===== src/rtl/flopoco_fmt_pkg.sv =====
// FloPoCo word format constants, field offsets and converter states.
// Shared by the integer-to-FloPoCo converter and its packer.
package flopoco_fmt_pkg;

    localparam logic [1:0] EXC_ZERO   = 2'b00;
    localparam logic [1:0] EXC_NORMAL = 2'b01;
    localparam logic [1:0] EXC_INF    = 2'b10;
    localparam logic [1:0] EXC_NAN    = 2'b11;

    function automatic int exc_lsb(input int we, input int wf);
        return we + wf + 1;
    endfunction

    function automatic int sign_pos(input int we, input int wf);
        return we + wf;
    endfunction

    function automatic int exp_lsb(input int wf);
        return wf;
    endfunction

    function automatic int bias(input int we);
        return (1 << (we - 1)) - 1;
    endfunction

    typedef enum logic [1:0] {
        IDLE,
        ABS,
        NORM,
        DONE
    } state_t;

endpackage


===== src/rtl/int_to_flopoco_if.sv =====
// valid/ready bundle between integer source, converter and FP consumer.
// master drives integers in and takes results out; slave is the converter.
interface int_to_flopoco_if #(
    parameter int IW = 16,
    parameter int OW = 15
);
    logic          in_valid;
    logic          in_ready;
    logic [IW-1:0] in_data;
    logic          out_valid;
    logic          out_ready;
    logic [OW-1:0] out_data;

    modport master (
        output in_valid, in_data, out_ready,
        input  in_ready, out_valid, out_data
    );

    modport slave (
        input  in_valid, in_data, out_ready,
        output in_ready, out_valid, out_data
    );
endinterface


===== src/rtl/fp_round_pack.sv =====
// Packs a normalised magnitude into a FloPoCo word.
// Define INT_TO_FLOPOCO_ROUND_NEAREST_EN for round-to-nearest-even.
module fp_round_pack
    import flopoco_fmt_pkg::*;
#(
    parameter int IW  = 16,
    parameter int WE  = 11,
    parameter int WF  = 1,
    parameter int LZW = $clog2(IW)
) (
    input  logic [IW-1:0]     mag,
    input  logic [LZW-1:0]    lz,
    input  logic              sign,
    output logic [WE+WF+2:0]  word
);
    localparam logic [WE-1:0] EXP_TOP = WE'(bias(WE) + IW - 1);

    logic [WE-1:0] exp_t;
    logic [WF-1:0] mant_t;

    assign exp_t  = EXP_TOP - WE'(lz);
    assign mant_t = mag[IW-2 -: WF];

`ifdef INT_TO_FLOPOCO_ROUND_NEAREST_EN
    // Mask of the bits below the guard position; empty when WF = IW-2.
    localparam logic [IW-1:0] SMASK =
        (IW'(1) << (IW - 2 - WF)) - IW'(1);

    logic          guard;
    logic          sticky;
    logic          inc;
    logic          carry;
    logic [WF-1:0] mant_r;
    logic [WE-1:0] exp_r;

    assign guard  = mag[IW-2-WF];
    assign sticky = |(mag & SMASK);
    assign inc    = guard & (sticky | mant_t[0]);
    assign {carry, mant_r} = {1'b0, mant_t} + {{WF{1'b0}}, inc};
    assign exp_r  = exp_t + WE'(carry);
    assign word   = {EXC_NORMAL, sign, exp_r, mant_r};
`else
    logic unused_bits;

    assign unused_bits = ^{mag[IW-1], mag[IW-2-WF:0]};
    assign word        = {EXC_NORMAL, sign, exp_t, mant_t};
`endif

endmodule


===== src/rtl/int_to_flopoco.sv =====
// Iterative signed-integer to FloPoCo converter, one shift per cycle.
// Rounding mode selected by INT_TO_FLOPOCO_ROUND_NEAREST_EN.
module int_to_flopoco
    import flopoco_fmt_pkg::*;
#(
    parameter int IW = 16,
    parameter int WE = 11,
    parameter int WF = 1
) (
    input  logic clk,
    input  logic rst,
    int_to_flopoco_if.slave bus
);
    localparam int OW  = WE + WF + 3;
    localparam int LZW = $clog2(IW);

    state_t          state, state_n;
    logic [IW-1:0]   din, din_n;
    logic [IW-1:0]   mag, mag_n;
    logic [LZW-1:0]  lz, lz_n;
    logic            sign, sign_n;
    logic            ov, ov_n;
    logic [OW-1:0]   od, od_n;
    logic [OW-1:0]   packed_w;

    fp_round_pack #(
        .IW  (IW),
        .WE  (WE),
        .WF  (WF),
        .LZW (LZW)
    ) u_pack (
        .mag  (mag),
        .lz   (lz),
        .sign (sign),
        .word (packed_w)
    );

    always_ff @(posedge clk or posedge rst) begin
        if (rst) begin
            state <= IDLE;
            din   <= '0;
            mag   <= '0;
            lz    <= '0;
            sign  <= 1'b0;
            ov    <= 1'b0;
            od    <= '0;
        end else begin
            state <= state_n;
            din   <= din_n;
            mag   <= mag_n;
            lz    <= lz_n;
            sign  <= sign_n;
            ov    <= ov_n;
            od    <= od_n;
        end
    end

    always_comb begin
        state_n = state;
        din_n   = din;
        mag_n   = mag;
        lz_n    = lz;
        sign_n  = sign;
        ov_n    = ov;
        od_n    = od;
        unique case (state)
            IDLE: begin
                if (bus.in_valid) begin
                    din_n   = bus.in_data;
                    state_n = ABS;
                end
            end
            ABS: begin
                // Negating -2^(IW-1) wraps to 2^(IW-1): exact unsigned.
                sign_n = din[IW-1];
                mag_n  = din[IW-1] ? (IW'(0) - din) : din;
                lz_n   = '0;
                if (din == '0) begin
                    od_n    = '0;
                    ov_n    = 1'b1;
                    state_n = DONE;
                end else begin
                    state_n = NORM;
                end
            end
            NORM: begin
                if (!mag[IW-1]) begin
                    mag_n = mag << 1;
                    lz_n  = lz + LZW'(1);
                end else begin
                    od_n    = packed_w;
                    ov_n    = 1'b1;
                    state_n = DONE;
                end
            end
            DONE: begin
                if (bus.out_ready) begin
                    ov_n    = 1'b0;
                    state_n = IDLE;
                end
            end
            default: state_n = IDLE;
        endcase
    end

    assign bus.in_ready  = (state == IDLE);
    assign bus.out_valid = ov;
    assign bus.out_data  = od;

endmodule


===== src/flat_wrapper.sv =====
// flat-port wrapper written by rule: the top's interface ports become plain ports
module int_to_flopoco_flat import flopoco_fmt_pkg::*;
#(
    parameter int IW = 16,
    parameter int WE = 11,
    parameter int WF = 1
)
  (clk, rst, bus_in_valid, bus_in_data, bus_out_ready, bus_in_ready, bus_out_valid, bus_out_data);
  int_to_flopoco_if #(.IW(IW), .OW((WE + WF + 3))) bus_i ();
  input  logic clk;
  input  logic rst;
  input wire logic [$bits(bus_i.in_valid)-1:0] bus_in_valid;
  input wire logic [$bits(bus_i.in_data)-1:0] bus_in_data;
  input wire logic [$bits(bus_i.out_ready)-1:0] bus_out_ready;
  output wire logic [$bits(bus_i.in_ready)-1:0] bus_in_ready;
  output wire logic [$bits(bus_i.out_valid)-1:0] bus_out_valid;
  output wire logic [$bits(bus_i.out_data)-1:0] bus_out_data;
  assign bus_i.in_valid = bus_in_valid;
  assign bus_i.in_data = bus_in_data;
  assign bus_i.out_ready = bus_out_ready;
  assign bus_in_ready = bus_i.in_ready;
  assign bus_out_valid = bus_i.out_valid;
  assign bus_out_data = bus_i.out_data;
  int_to_flopoco #(.IW(IW), .WE(WE), .WF(WF)) u_core (.clk(clk), .rst(rst), .bus(bus_i));
endmodule

===== config.mk =====
export PLATFORM = sky130hd
export DESIGN_NAME = int_to_flopoco_flat
export DESIGN_NICKNAME = d
export VERILOG_FILES = /design/src/rtl/flopoco_fmt_pkg.sv /design/src/rtl/int_to_flopoco_if.sv /design/src/rtl/fp_round_pack.sv /design/src/rtl/int_to_flopoco.sv /design/src/flat_wrapper.sv
export SDC_FILE = /design/constraint.sdc
export NUM_CORES = 1
export LEC_CHECK = 0
export ABC_AREA = 1
export CAP_MARGIN = 20
export CORE_MARGIN = 5
export CORE_UTILIZATION = 55
export DETAILED_ROUTE_END_ITERATION = 7
export PLACE_DENSITY = 0.82
export SETUP_SLACK_MARGIN = 0.1
export SLEW_MARGIN = 15
export SYNTH_ARGS = -nofsm -noshare
export SYNTH_HDL_FRONTEND = slang
export SYNTH_SLANG_ARGS = --single-unit

===== constraint.sdc =====
create_clock -name clk -period 3.1 [get_ports clk]
set_clock_uncertainty 0.2 [all_clocks]
set_input_delay 0.62 -clock clk [delete_from_list [all_inputs] [get_ports clk]]
set_output_delay 0.62 -clock clk [all_outputs]
set_load 0.02 [all_outputs]

==> metrics.txt, run 1 <==
Remaining DRCs=0; Max clock buf depth=2; Hold Buf Count CTS=0; CP bufs+invs=2; CORE AREA=5040 um^2; Syn Nets=397; # IOs=37; post-synthesis adder-cell area fraction=0.0397; Sw Pwr=~230 uW; met2 usage=0.326; layout cell share with drive strength beyond 1=0.0879; first-iteration detailed-routing DRC count=145; YS warnings=0; CP required=roughly 2.3 ns; routed vias=2346; maximum vdd drop=0.000178 V; M1 GR Usage=0.235; Pwr Density=approximately 330 nW/um^2; Compound-Gate Fraction of Synth Area=0.109; CP startpoint kind=flop; HPWL after DPL=around 4300 um; Place WS=about 0.72 ns; largest cells by area after synthesis=dfrtp_1 (45%), nand2_1 (11%), nand3_1 (6.9%), inv_1 (5.7%), nor2_1 (5.6%); synthesized cell area=between 2000 and 3000 um^2; TritonRoute pass-1 iters=4; Clock Latency Late Sink=0.30 ns; Primary FF master, synth=dfrtp_1; Slew @ Worst Pin=0.635 ns; setup violators final=0; syn avg cell area=slightly below 8 um^2; fin nets=~430; Post-Synth XOR/XNOR Area=0.00309; met3 Use GR=0.0362; clock share of power=0.346; RSZ-0062 raised after global routing=no; Row Count=26; hold crit path type=reg -> reg; Worst Path Arrival=between 1.5 and 2 ns; P&R area growth vs syn=15.8%; post-synthesis mux area share=0.00397; Pint=~850 uW; die width=81.8 um; slowest cell on the critical path=clkdlybuf4s50_1; Post-synth EDFFs=0; post-synth top area cell=dfrtp_1; CTS clk-pin slew, worst paths=roughly 0.090 ns; Final Non-Filler Cells=between 400 and 500; Placer Congestion=roughly 0.86; max-cap check violation count=0; Initial Util=0.563; leakage power=between 0.0015 and 0.002 uW; Die Y=a little over 80 um; Tmin final=roughly 2.5 ns; Top Usage Layer GRT=met2; cts bufs inserted=5; GRT overflow=0; worst path cell trace=inv_1 > ha_1 > clkdlybuf4s50_1; run status=complete, no violations; f_max=between 300 and 400 MHz; commonest cells in the netlist=nand2_1 (85), dfrtp_1 (51), inv_1 (43); final WL=roughly 5600 um; first-pass GRT wire length=between 9000 and 10000 um; Worst Slack Setup Final=between 0.5 and 0.6 ns; synth unique cells=30; critical path class=reg -> out; GRT Total Usage=0.187; Mapped Cells=approximately 370; CP max FO=5; vias in the first global route=roughly 2200; clk sink count=between 50 and 60; largest net degree at the start of global routing=24; Comb pwr share=0.037; IO Port Bufs=35; via-per-instance ratio=about 5.0; Cells after DPL=460; top cell type's share of synthesized area=0.450; depth of the CTS H-tree=2; Fin. Hold Viols=0; full die area=~6700 um^2; most numerous cell in the Yosys netlist=nand2_1; Post-CTS Setup Inserts=0; ys async rst share=1.00; sequential power share=0.617; CTS tree=built; fin crit share=0.810; CP peak stage delay=between 0.6 and 0.7 ns; CTS root buf=clkbuf_8; Synth Register Bits=51; Setup TNS=0 ns; Final Slew Violations=0; fraction of the mapped netlist area in simple logic gates=0.291; Post-CTS Resized=0; initial antenna violation count=0; crit end category=primary output; dominant delay contributor by cell family on the critical path=buffers and inverters; Max-slew headroom=0.576; main combinational cell family by area after synthesis=simple AND/OR/NAND/NOR gates; Final ANT Viol Nets=0; sw frac=0.215; Antenna diodes=0; DR WL/cell=roughly 12 um; register area share after synthesis=0.450
## registers in the layout, summed over array words and instances (netlist names)
name,count
u_core.mag,16
u_core.bus.out_valid,1
u_core.state,2
u_core.lz,4
u_core.sign,1
u_core.din,16
u_core.bus.out_data,11
## tightest hold or removal path: cells and delay by family (launching register included)
| family | cells | cell delay, ns |
|---|---|---|
| DFF | 1 | 0.35 |
| and+or+nand+nor | 2 | 0.10 |
## kinds of logic after synthesis
family,after synthesis
other cells,1
xor+xnor,1
simple gates,185
buf+inv,66
compound gates,54
mux,1
flops,51
fa+ha+maj,9
## path summary, 6_finish.rpt
kind,depth (start not counted),to,startpoint,slack [ns]
hold / removal,2,u_core.bus.out_data[2],u_core.bus.out_data[2],0.28
setup reg to reg,8,u_core.mag[5],u_core.state[0],0.71
setup / recovery,3,bus_in_ready,u_core.state[1],0.59
max in group asynchronous,3,u_core.din[12],rst,1.67
min in group asynchronous,2,u_core.mag[2],rst,0.44
hold reg to reg,2,u_core.bus.out_data[2],u_core.bus.out_data[2],0.28
## metrics by stage
step / hold slack (ns) / utilization / total power (uW) / cell area, um^2
global placement: 0.252 / 0.635 / 718 / 3200
global route: 0.313 / 0.652 / 1130 / 3290
floorplan: 0.260 / - / 690 / 2840
CTS: 0.279 / 0.652 / 1090 / 3290
finish: 0.276 / 0.652 / 1080 / 3290
detailed placement: 0.257 / 0.635 / 718 / 3200
## routing by layer
metal  part of all wire  wire [um]
met1               0.44       2430
met2               0.49       2740
met3              0.061        337
met4             0.0074         41
met5                  0          0
## power by group through the flow
stage,sequential (uW),combinational [uW],clock [uW]
detailed placement,678,40.5,0
finish,665,39.5,373
global route,665,44.3,418
global placement,678,40.2,0
CTS,665,40.8,384
floorplan,678,12.1,0
## area by class of cell
cell class                 instances  area [um^2]
fill                             446         1760
sequential                        51         1280
multi-input combinational        251         1270
timing repair buffer              39          380
inverter                          49          184
tap                               70         87.6
clock buffer                       6         72.6
clock inverter                     2         12.5
## cells in the final DEF (no fill, tap or decap), drive strengths merged
cell type       n
nand2          93
dfrtp          51
inv            49
nor2           48
nand3          39
clkdlybuf4s50  35
a21oi          21
o21ai          18
ha              9
o22ai           8
clkbuf          6
nand3b          5
buf             4
o21bai          3
o221ai          2
a31o            2
xor2            1
mux2            1
conb            1
clkinv          1
clkinvlp        1
(Power assumes the default switching activity.)
==> run 2, diff against run 1 <==
--- a/config.mk
+++ b/config.mk
@@ -8,9 +8,9 @@
 export ABC_AREA = 1
 export CAP_MARGIN = 20
 export CORE_MARGIN = 5
-export CORE_UTILIZATION = 55
+export CORE_UTILIZATION = 50
 export DETAILED_ROUTE_END_ITERATION = 7
-export PLACE_DENSITY = 0.82
+export PLACE_DENSITY = 0.78
 export SETUP_SLACK_MARGIN = 0.1
 export SLEW_MARGIN = 15
 export SYNTH_ARGS = -nofsm -noshare
==> constraint.sdc (replaced) <==
create_clock -name clk -period 2 [get_ports clk]
set_clock_uncertainty 0.2 [all_clocks]
set_input_delay 0.4 -clock clk [delete_from_list [all_inputs] [get_ports clk]]
set_output_delay 0.4 -clock clk [all_outputs]
set_load 0.02 [all_outputs]
==> run 2 against run 1 <==
Compared with the run above: combinational power grew 60%; wire length grew 4.9%; non-clock buffer count increased by 12; global-route usage decreased by 2.1 points; worst hold slack got worse by 0.031 ns; utilization is 3.3 points lower; final cell count is 2.8% higher; via count up 2.4%; die area is 8.8% higher; total power grew 57%; critical path type unchanged; largest cell class is now multi-input gates.
==> metrics.txt, run 2 (synthesis results as in run 1) <==
crit path capture=bus_out_data[8]; die width=approximately 85 um; maximum vdd drop=roughly 0.00034 V; P&R area growth vs syn=20.2%; RR Endpoint=u_core.mag[1]; Place WS=roughly 0.13 ns; final WL=5820 um; DR WL/cell=between 10 and 15 um; Worst Slack Setup Final=0.133 ns; CTS root buf=clkbuf_8; first-iteration detailed-routing DRC count=~110; GRT overflow=0; # IOs=37; initial antenna violation count=0; Hold Buf Count CTS=0; Crit path depth=1; Setup TNS=0 ns; critical path class=reg -> out; dominant delay contributor by cell family on the critical path=buffers and inverters; run status=complete, no violations; Cell Area, Placed=about 3300 um^2; CP peak stage delay=roughly 0.60 ns; Final Slew Violations=0; most frequent cells in the layout=nand2_1 (84), dfrtp_1 (51), inv_1 (42), nor2_1 (42), nand3_1 (39); fin crit share=0.934; Placer Congestion=roughly 0.83; Final ANT Viol Nets=0; vias in the first global route=approximately 2300; setup violators final=0; Fin. Hold Viols=0; Max clock buf depth=2; HPWL after DPL=4340 um; layout cell share with drive strength beyond 1=0.127; reg2reg start=u_core.state[1]; GRT Total Usage=0.166; CP required=1.40 ns; clk sink count=slightly above 50; hold crit path type=in -> async; full die area=7280 um^2; CP Launch Point=u_core.bus.out_data[8]; slowest cell on the critical path=clkdlybuf4s50_1; CP bufs+invs=1; Die Y=approximately 85 um; f_max=roughly 540 MHz; Worst Path Arrival=1.27 ns; Final Cell Area=roughly 3400 um^2; fillers=approximately 480; Clock Latency Late Sink=0.30 ns; fin nets=438; Remaining DRCs=0; CP startpoint kind=flop; CORE AREA=5510 um^2; max-cap check violation count=0; worst reg-to-reg setup slack=0.21 ns; IO Port Bufs=35; Tmin final=1.87 ns; TritonRoute pass-1 iters=4; via-per-instance ratio=~5; crit end category=primary output; first-pass GRT wire length=between 9000 and 10000 um; CP max FO=2; Antenna diodes=0; Initial Util=0.515; routed vias=approximately 2400; Row Count=27; depth of the CTS H-tree=2; RSZ-0062 raised after global routing=no; commonest non-fill, non-tap cell in the layout=nand2_1; CTS tree=built; Pwr Density=a little under 500 nW/um^2; largest net degree at the start of global routing=52; Core Util, Final=0.619; cts bufs inserted=5; CTS clk-pin slew, worst paths=0.09 ns; r2r worst-path depth=8; worst path cell trace=clkdlybuf4s50_1; leakage power=0.00187 uW
## run 2: cell count changes in the layout (fill, tap and decap cells not counted), sizes merged
cell           change
dlymetal6s2s       +4
clkinvlp           -1
dlygate4sd2        +5
clkbuf             +1
buf               +12
clkdlybuf4s50     -10
## run 2: per-stage QoR
step | hold WS (ns) | power, uW | instances
global placement | 0.256 | 1110 | 472
global route | 0.268 | 1750 | 481
finish | 0.246 | 1690 | 481
floorplan | 0.260 | 1070 | 368
CTS | 0.252 | 1710 | 479
detailed placement | 0.259 | 1110 | 472
## run 2: area by class of cell
cell class / instances / area, um^2 / share of cell area
Clock buffer: 6 / 82.6 / 0.0242
Clock inverter: 1 / 5.00 / 0.00147
Inverter: 49 / 184 / 0.0540
Multi-Input combinational cell: 251 / 1290 / 0.378
Sequential cell: 51 / 1280 / 0.374
Tap cell: 72 / 90.1 / 0.0264
Timing Repair Buffer: 51 / 482 / 0.141
## run 2: layer usage
| layer | vias up | routed length [um] | part of all wire | global-route usage |
|---|---|---|---|---|
| li1 | 1245 | - | - | - |
| met1 | 1088 | 2480 | 0.43 | 0.195 |
| met2 | 61 | 2820 | 0.48 | 0.296 |
| met3 | 8 | 449 | 0.077 | 0.0379 |
| met4 | 0 | 76 | 0.013 | 0.0590 |
| met5 | - | 0 | 0 | 0 |
## run 2: worst min path at each step
stage,start,end,slack (ns)
global placement,u_core.bus.out_data[3],u_core.bus.out_data[3],0.26
finish,rst,u_core.bus.out_data[10],0.25
floorplan,u_core.mag[1],u_core.mag[1],0.26
global route,rst,u_core.bus.out_data[10],0.27
CTS,rst,u_core.bus.out_data[0],0.25
detailed placement,u_core.bus.out_data[12],u_core.bus.out_data[12],0.26
## run 2: timing repair
item / in CTS / in global routing
setup buffers: 0 / 2
cloned: 0 / 0
endpoints found under the hold margin: 0 / 0
gates resized for setup: 7 / 10
endpoints found under the setup margin: 6 / 23
## run 2: report_power, final
group | internal, uW | switching [uW] | leakage (uW)
Clock | 272 | 329 | 0.0000470
Sequential | 1030 | 0 | 0.000625
Combinational | 36.6 | 26.7 | 0.00120
